### config.mk
export PLATFORM = sky130hd
export DESIGN_NAME = fft_sequencer_flat
export DESIGN_NICKNAME = d
export VERILOG_FILES = /design/src/rtl/fft_sequencer_if.sv /design/src/rtl/fft_sequencer.sv /design/src/flat_wrapper.sv
export SDC_FILE = /design/constraint.sdc
export NUM_CORES = 1
export LEC_CHECK = 0
export CORE_UTILIZATION = 40
export DETAILED_ROUTE_END_ITERATION = 8
export HOLD_SLACK_MARGIN = 0.02
export PLACE_DENSITY_LB_ADDON = 0.05
export SLEW_MARGIN = 20
export SYNTH_ARGS = -nofsm -noshare
export SYNTH_HDL_FRONTEND = slang
export SYNTH_SLANG_ARGS = --single-unit
### constraint.sdc
create_clock -name clk -period 2.89 [get_ports clk]
set_input_delay 0.4335 -clock clk [delete_from_list [all_inputs] [get_ports clk]]
set_output_delay 0.4335 -clock clk [all_outputs]
set_load 0.05 [all_outputs]
### src/rtl/fft_sequencer_if.sv
// fft_sequencer_if: start/status, read-pair and write-pair bundle between the FFT sequencer and its host/datapath
interface fft_sequencer_if #(
    parameter int N = 8
) ();
    localparam int LOGN = $clog2(N);
    localparam int SW   = ($clog2(LOGN) > 1) ? $clog2(LOGN) : 1;

    logic            start;
    logic            busy;
    logic            done;
    logic            rd_en;
    logic [LOGN-1:0] rd_a;
    logic [LOGN-1:0] rd_b;
    logic [LOGN-2:0] tw_idx;
    logic [SW-1:0]   stage;
    logic            wr_en;
    logic [LOGN-1:0] wr_a;
    logic [LOGN-1:0] wr_b;

    modport master (
        input  start,
        output busy, done, rd_en, rd_a, rd_b, tw_idx, stage, wr_en, wr_a, wr_b
    );

    modport slave (
        output start,
        input  busy, done, rd_en, rd_a, rd_b, tw_idx, stage, wr_en, wr_a, wr_b
    );
endinterface

### src/rtl/fft_sequencer.sv
// fft_sequencer: stage/pair scheduler for an in-place radix-2 DIT FFT over one pipelined butterfly
module fft_sequencer #(
    parameter int N   = 8,
    parameter int LAT = 1
) (
    input  logic            clk,
    input  logic            rst_n,
    fft_sequencer_if.master bus
);
    localparam int LOGN = $clog2(N);
    localparam int SW   = ($clog2(LOGN) > 1) ? $clog2(LOGN) : 1;
    localparam int JW   = LOGN - 1;
    localparam int DW   = $clog2(LAT + 2);
    localparam logic [JW-1:0] J_LAST = JW'(N / 2 - 1);
    localparam logic [DW-1:0] D_LAST = DW'(LAT);
    localparam logic [SW-1:0] S_LAST = SW'(LOGN - 1);

    typedef enum logic [1:0] {IDLE, ISSUE, DRAIN, DONE} state_t;

    state_t                 r_state, w_state_nxt;
    logic [SW-1:0]          r_s, w_s_nxt;
    logic [JW-1:0]          r_j, w_j_nxt;
    logic [DW-1:0]          r_d, w_d_nxt;
    logic                   w_rd_en, w_busy;
    logic [LOGN-1:0]        w_jx, w_h, w_p, w_g, w_a, w_rd_a, w_rd_b;
    logic [JW-1:0]          w_tw;
    logic [SW-1:0]          w_tsh;
    logic [LAT:0]           r_pv;
    logic [LAT:0][LOGN-1:0] r_pa, r_pb;

    always_ff @(posedge clk) begin
        if (!rst_n) begin
            r_state <= IDLE;
            r_s     <= '0;
            r_j     <= '0;
            r_d     <= '0;
            r_pv    <= '0;
            r_pa    <= '0;
            r_pb    <= '0;
        end else begin
            r_state <= w_state_nxt;
            r_s     <= w_s_nxt;
            r_j     <= w_j_nxt;
            r_d     <= w_d_nxt;
            r_pv[0] <= w_rd_en;
            r_pa[0] <= w_rd_a;
            r_pb[0] <= w_rd_b;
            for (int i = 1; i <= LAT; i++) begin
                r_pv[i] <= r_pv[i-1];
                r_pa[i] <= r_pa[i-1];
                r_pb[i] <= r_pb[i-1];
            end
        end
    end

    // DRAIN holds off the next stage until its last write has left the pipe
    always_comb begin
        w_state_nxt = r_state;
        w_s_nxt     = r_s;
        w_j_nxt     = r_j;
        w_d_nxt     = r_d;
        case (r_state)
            IDLE: if (bus.start) begin
                w_state_nxt = ISSUE;
                w_s_nxt     = '0;
                w_j_nxt     = '0;
            end
            ISSUE: if (r_j == J_LAST) begin
                w_state_nxt = DRAIN;
                w_d_nxt     = '0;
            end else begin
                w_j_nxt = r_j + 1'b1;
            end
            DRAIN: if (r_d != D_LAST) begin
                w_d_nxt = r_d + 1'b1;
            end else if (r_s != S_LAST) begin
                w_state_nxt = ISSUE;
                w_s_nxt     = r_s + 1'b1;
                w_j_nxt     = '0;
            end else begin
                w_state_nxt = DONE;
            end
            default: w_state_nxt = IDLE;
        endcase
    end

    assign w_rd_en = (r_state == ISSUE);
    assign w_busy  = (r_state == ISSUE) || (r_state == DRAIN);
    assign w_jx    = {1'b0, r_j};
    assign w_h     = LOGN'(1) << r_s;
    assign w_p     = w_jx & (w_h - 1'b1);
    assign w_g     = w_jx >> r_s;
    assign w_a     = ((w_g << r_s) << 1) | w_p;
    assign w_tsh   = S_LAST - r_s;
    assign w_tw    = JW'(w_p << w_tsh);
    assign w_rd_a  = w_rd_en ? w_a : '0;
    assign w_rd_b  = w_rd_en ? (w_a | w_h) : '0;

    assign bus.busy   = w_busy;
    assign bus.done   = (r_state == DONE);
    assign bus.rd_en  = w_rd_en;
    assign bus.rd_a   = w_rd_a;
    assign bus.rd_b   = w_rd_b;
    assign bus.tw_idx = w_rd_en ? w_tw : '0;
    assign bus.stage  = w_busy ? r_s : '0;
    assign bus.wr_en  = r_pv[LAT];
    assign bus.wr_a   = r_pa[LAT];
    assign bus.wr_b   = r_pb[LAT];
endmodule

### src/flat_wrapper.sv
// flat-port wrapper written by rule: the top's interface ports become plain ports
module fft_sequencer_flat 
#(
    parameter int N   = 8,
    parameter int LAT = 1
)
  (clk, rst_n, bus_start, bus_busy, bus_done, bus_rd_en, bus_rd_a, bus_rd_b, bus_tw_idx, bus_stage, bus_wr_en, bus_wr_a, bus_wr_b);
  fft_sequencer_if #(.N(N)) bus_i ();
  input  logic clk;
  input  logic rst_n;
  input wire logic [$bits(bus_i.start)-1:0] bus_start;
  output wire logic [$bits(bus_i.busy)-1:0] bus_busy;
  output wire logic [$bits(bus_i.done)-1:0] bus_done;
  output wire logic [$bits(bus_i.rd_en)-1:0] bus_rd_en;
  output wire logic [$bits(bus_i.rd_a)-1:0] bus_rd_a;
  output wire logic [$bits(bus_i.rd_b)-1:0] bus_rd_b;
  output wire logic [$bits(bus_i.tw_idx)-1:0] bus_tw_idx;
  output wire logic [$bits(bus_i.stage)-1:0] bus_stage;
  output wire logic [$bits(bus_i.wr_en)-1:0] bus_wr_en;
  output wire logic [$bits(bus_i.wr_a)-1:0] bus_wr_a;
  output wire logic [$bits(bus_i.wr_b)-1:0] bus_wr_b;
  assign bus_i.start = bus_start;
  assign bus_busy = bus_i.busy;
  assign bus_done = bus_i.done;
  assign bus_rd_en = bus_i.rd_en;
  assign bus_rd_a = bus_i.rd_a;
  assign bus_rd_b = bus_i.rd_b;
  assign bus_tw_idx = bus_i.tw_idx;
  assign bus_stage = bus_i.stage;
  assign bus_wr_en = bus_i.wr_en;
  assign bus_wr_a = bus_i.wr_a;
  assign bus_wr_b = bus_i.wr_b;
  fft_sequencer #(.N(N), .LAT(LAT)) u_core (.clk(clk), .rst_n(rst_n), .bus(bus_i));
endmodule
== After elaboration in Yosys (flattened, before gate mapping) ==
Index checks and enable logic that the tools add are counted.

* Register bits after elaboration: 22

* Equal/unequal tests: 12
* Reduce and logical (&&, ||, !) cells: 9
* Add/subtract/negate cells: 5
* Bitwise gates (word level): 3
* Shift-type cells: 4
* Mux-type cells: 20

{| class="wikitable"
|+ Operators by type and width
! cell !! number
|-
| $mux W2 || 14
|-
| $pmux W2 S3 || 2
|-
| $ne A2 B2 Y1 const B || 5
|-
| $pmux W2 S2 || 2
|-
| $add A2 B1 Y2 const B || 3
|-
| $eq A2 B2 Y1 const B || 3
|-
| $mux W3 || 2
|-
| $ne A2 B1 Y1 const B || 3
|-
| $or A3 B3 Y3 || 2
|-
| $reduce_and A3 Y1 || 2
|-
| $shl A3 B2 Y2 || 2
|-
| $reduce_and A5 Y1 || 1
|-
| $reduce_and A4 Y1 || 1
|-
| $reduce_bool A2 Y1 || 2
|-
| $and A2 B3 Y3 || 1
|-
| $reduce_bool A3 Y1 || 1
|-
| $shl A1 B2 Y3 const A || 1
|-
| $shr A2 B2 Y3 || 1
|-
| $sub A3 B1 Y3 const B || 1
|-
| $eq A2 B1 Y1 const B || 1
|-
| $logic_not A2 Y1 || 1
|-
| $sub A2 B2 Y2 const A || 1
|-
| $logic_or A1 B1 Y1 || 1
|}

== Logic depth before layout (Yosys ltp) ==
* Word-level depth: 6
* Depth in mapped cells: 7

== Least setup slack after synthesis ==
No wires, ideal clock.

* Kind: reg2out
* Start point: register u_core.r_state[1]
* End point: output bus_tw_idx[0]
* Arrival time: 2.184 ns
* Stages on the path, launching flop included: 6
* Path slack: 0.272 ns
* Required time: 2.457 ns
* Cells stage by stage: dfxtp_1 > inv_1 > ha_1 > buf_6 > nand2_1 > nor3_1

* Longest elaborated chain between the ends: 2

{| class="wikitable"
|+ Ends and longest elaborated chain
! element !! line !! source
|-
| start, declared || fft_sequencer.sv:20 || <nowiki>state_t r_state, w_state_nxt;</nowiki>
|-
| start signal, assigned || fft_sequencer.sv:41 || <nowiki>r_state <= w_state_nxt;</nowiki>
|-
| $eq A2 B1 Y1 || fft_sequencer.sv:87 || <nowiki>assign w_rd_en = (r_state == ISSUE);</nowiki>
|-
| named net bus_rd_en || flat_wrapper.sv:14 || <nowiki>output wire logic [$bits(bus_i.rd_en)-1:0] bus_rd_en;</nowiki>
|-
| $mux W2 || fft_sequencer.sv:104 || <nowiki>assign bus.tw_idx = w_rd_en ? w_tw : '0;</nowiki>
|-
| end, declared || flat_wrapper.sv:17 || <nowiki>output wire logic [$bits(bus_i.tw_idx)-1:0] bus_tw_idx;</nowiki>
|}

The timed path passes the listed nets, and every way through them passes these cells.

== Worst setup path after layout ==
* Start point: register u_core.r_s[0]
* End point: output bus_rd_a[0]

* Longest elaborated chain between the ends: 5

{| class="wikitable"
|+ Ends and longest elaborated chain
! element !! line !! source
|-
| start, declared || fft_sequencer.sv:21 || <nowiki>logic [SW-1:0] r_s, w_s_nxt;</nowiki>
|-
| start signal, assigned || fft_sequencer.sv:42 || <nowiki>r_s <= w_s_nxt;</nowiki>
|-
| $shl A1 B2 Y3 || fft_sequencer.sv:90 || <nowiki>assign w_h = LOGN'(1) << r_s;</nowiki>
|-
| $sub A3 B1 Y3 || fft_sequencer.sv:91 || <nowiki>assign w_p = w_jx & (w_h - 1'b1);</nowiki>
|-
| $and A2 B3 Y3 || fft_sequencer.sv:91 ||
|-
| $or A3 B3 Y3 || fft_sequencer.sv:93 || <nowiki>assign w_a = ((w_g << r_s) << 1) | w_p;</nowiki>
|-
| $mux W3 || fft_sequencer.sv:96 || <nowiki>assign w_rd_a = w_rd_en ? w_a : '0;</nowiki>
|-
| end, declared || flat_wrapper.sv:15 || <nowiki>output wire logic [$bits(bus_i.rd_a)-1:0] bus_rd_a;</nowiki>
|}

No other way between the ends.

==> flow_metrics.tcl <==
set metrics [dict create \
    cts_sinks 22 \
    synth-simple-area-share 0.2760 \
    synthDistinctLibCells 32 \
    outcome "completed" \
    final-setup-viol-count 0 \
    synth_compound_area_frac 0.08661 \
    pwr_density_cell_nw_per_um2 886.2 \
    cp-start-kind "flip-flop" \
    antenna_found_initial 0 \
    seqCellArea_um2 440.4 \
    cts_buffers 3 \
    start_util 0.4296 \
    ios 23 \
    fin_tns_setup_ns 0 \
    ys_seq_area_frac 0.4065 \
    maxCapViolations 0 \
    crit_path_cell_trace "inv_1, ha_1, nand2b_1, nor2_1, clkdlybuf4s50_1" \
    wl_per_cell_um 11.52 \
    fin_util 0.5283 \
    switching_power_uw 482.6 \
    dr.pass1.iters 2 \
    grt_pass1_wl_mm 3.105 \
    routed.top_layer "met4" \
    met3WireLength_um 82 \
    first_global_vias 742 \
    gp_congestion 0.8508 \
    ctsResizeCount 0 \
    drc 0 \
    max_freq_ghz 0.3644 \
    nFillCells 256 \
    core_um2 2522 \
    post-route-period-util 0.9496 \
    die_w_um 54.05 \
    port_buffers 22 \
    vias_per_cell 4.765 \
    yosysWarnings 0 \
    skew_ns 0.004351 \
    synthMuxAreaShare 0.02771 \
    hold_slack_ns 0.4453 \
    drt_first_iter_violations 6 \
    cp_max_fo 6 \
    slew_headroom 0.5730 \
    synth_seq_cells 22 \
    required_ns 2.46 \
    rsz0062_at_grt "false" \
    cp-end-kind "output port" \
    syn_area_um2 1084 \
    ctsHtreeMaxLevel 1 \
    synth_nets 135 \
    drt-met1-wl_um 967 \
    synth_top_family_by_area "simple AND/OR/NAND/NOR gates" \
    place_hpwl_mm 1.414 \
    switching_share 0.4086 \
    postCtsSetupRepairBufs 0 \
    pwr-share-clk 0.201 \
    grt_max_degree 22 \
    clockBufferDepth 2 \
    static-leakage-power_nw 0.5703 \
    p_total_mw 1.181 \
    arrival_ns 2.31 \
    synth_xor_area_frac 0.008083 \
    dieArea_um2 2921 \
    postSynthCellCount 123 \
    fin_crit_ns 2.744 \
    synthAdderAreaFrac 0.1039 \
    drive_above_1_share 0.08571 \
    hold_viol 0 \
    final_nets 153 \
    slowest_stage "clkdlybuf4s50_1" \
    ant_nets 0 \
    clk_latency_ns 0.31 \
    pwr-share-seq 0.320 \
    insertedDiodeCount 0 \
    ir_worst_vdd_mv 0.5969 \
    gr-total-overflow 0 \
    syn_avg_cell_area_um2 8.809 \
    min_path_type "reg2reg" \
    power.share.combinational 0.479 \
    finalMaxSlewViolations 0 \
    multi_input_area_um2 544.3 \
    die_y_um 54.05 \
    path_class "reg2out" \
    syn_to_final_growth_pct 22.98 \
    worstMarginPinSlew_ns 0.6386 \
    internal-power_uw 698.3 \
    vias 810 \
    met2_length_um 893 \
    wl_mm 1.958 \
    cts-root-buf "clkbuf_4" \
    globalRouteTotalUtil 0.1526 \
    rows 18 \
    clk_pin_slew_ns 0.13 \
    holdBufCountCts 0 \
    cts_tree "built" \
    crit_path_max_incr_delay_ns 0.81 \
]
worst paths after layout:
kind                                      endpoint  cells after the start  slack [ns]               from
worst max-delay path                   bus_rd_a[0]                      5        0.15      u_core.r_s[0]
worst min-delay path            u_core.bus.wr_b[2]                      1        0.45     u_core.r_pb[2]
worst max register to register   u_core.r_state[0]                      7        1.18  u_core.r_state[1]
worst min register to register  u_core.bus.wr_b[2]                      1        0.45     u_core.r_pb[2]
kinds of logic (layout without fill, tap and decap cells):
group	after synthesis	in the layout
muxes	3	3
buffers and inverters	18	35
DFF	22	22
adders and majority gates	9	9
xor gates and xnor gates	1	1
AOI/OAI and AO/OA	15	15
and+or+nand+nor	55	55
sequential cells by signal (all words and copies together) (netlist names):
name             cells
u_core.r_d           2
u_core.r_pb          3
u_core.r_state       2
u_core.bus.wr_a      3
u_core.r_j           2
u_core.r_s           2
u_core.r_pa          3
u_core.r_pv          2
u_core.bus.wr_b      3
cell usage after synthesis:
master,instances,area share
buf_6,1,0.010
nand3b_1,1,0.0069
nand2b_1,2,0.012
or2_2,1,0.0058
a32oi_1,1,0.0081
o22ai_1,3,0.017
and2_2,1,0.0069
nor2_1,14,0.048
o21ai_0,3,0.014
a21boi_0,1,0.0069
ha_1,9,0.10
xnor2_1,1,0.0081
clkbuf_1,2,0.0069
buf_4,6,0.042
nand2_1,11,0.038
and2b_1,1,0.0069
nor3_1,2,0.0092
and3_2,1,0.0069
dfxtp_1,22,0.41
a21oi_1,4,0.018
inv_1,8,0.028
nand3_1,3,0.014
o211a_1,1,0.0092
a31oi_1,1,0.0058
nor3b_1,1,0.0069
nor2b_4,1,0.013
buf_2,1,0.0046
o211ai_1,1,0.0069
mux2i_1,3,0.028
nor2b_1,4,0.023
and2_1,11,0.064
nor3_4,1,0.015
metrics by stage:
step,cell area (µm²),setup slack [ns],cells
finish,1333,0.1458,170
global route,1333,0.005968,170
CTS,1328,0.04960,170
detailed placement,1275,0.4140,166
global placement,1275,0.4937,166
floorplan,1084,0.2722,123
metal layers:
| layer | global-route usage | vias to the layer above |
|---|---|---|
| met1 | 0.1837 | 366 |
| met3 | 0.05932 | 2 |
| met5 | 0 | - |
| li1 | - | 426 |
| met4 | 0.03846 | 0 |
| met2 | 0.2531 | 16 |
layout by cell type, fill, tap and decap left out:
master	instances
clkbuf_4	3
a31oi_1	1
a21boi_0	1
nor3_4	1
nor2_1	14
o211ai_1	1
mux2i_1	3
nor2b_1	4
nand3b_1	1
o211a_1	1
or2_2	1
a32oi_1	1
bufinv_16	1
and2_1	11
clkdlybuf4s50_1	18
nand3_1	3
buf_4	3
nor3b_1	1
a21oi_1	4
dlymetal6s2s_1	2
ha_1	9
nor3_1	2
and2b_1	1
and2_2	1
nand2_1	11
nand2b_1	2
and3_2	1
nor2b_4	1
inv_1	8
o22ai_1	3
xnor2_1	1
dfxtp_1	22
o21ai_0	3
layout make-up:
type | instances | share of cell area
clock buffers | 3 | 0.01690
clock inverters | 1 | 0.02254
inverters | 8 | 0.02254
multi-input cells | 83 | 0.4085
flip-flops and latches | 22 | 0.3305
well taps | 30 | 0.02817
repair buffers | 23 | 0.1709
worst max-delay path: cells and delay by family, from the launching register on:
family	cells	cell delay [ns]
buf+inv	2	0.96
flops	1	0.45
simple gates	2	0.33
fa+ha+maj	1	0.26
power by group through the flow:
stage | clock network (mW) | registers [mW] | logic [mW]
floorplan | 0 | 0.380 | 0.450
finish | 0.238 | 0.378 | 0.565
global placement | 0 | 0.382 | 0.565
CTS | 0.244 | 0.378 | 0.571
global route | 0.258 | 0.384 | 0.618
detailed placement | 0 | 0.384 | 0.568
(Power assumes the default switching activity.)
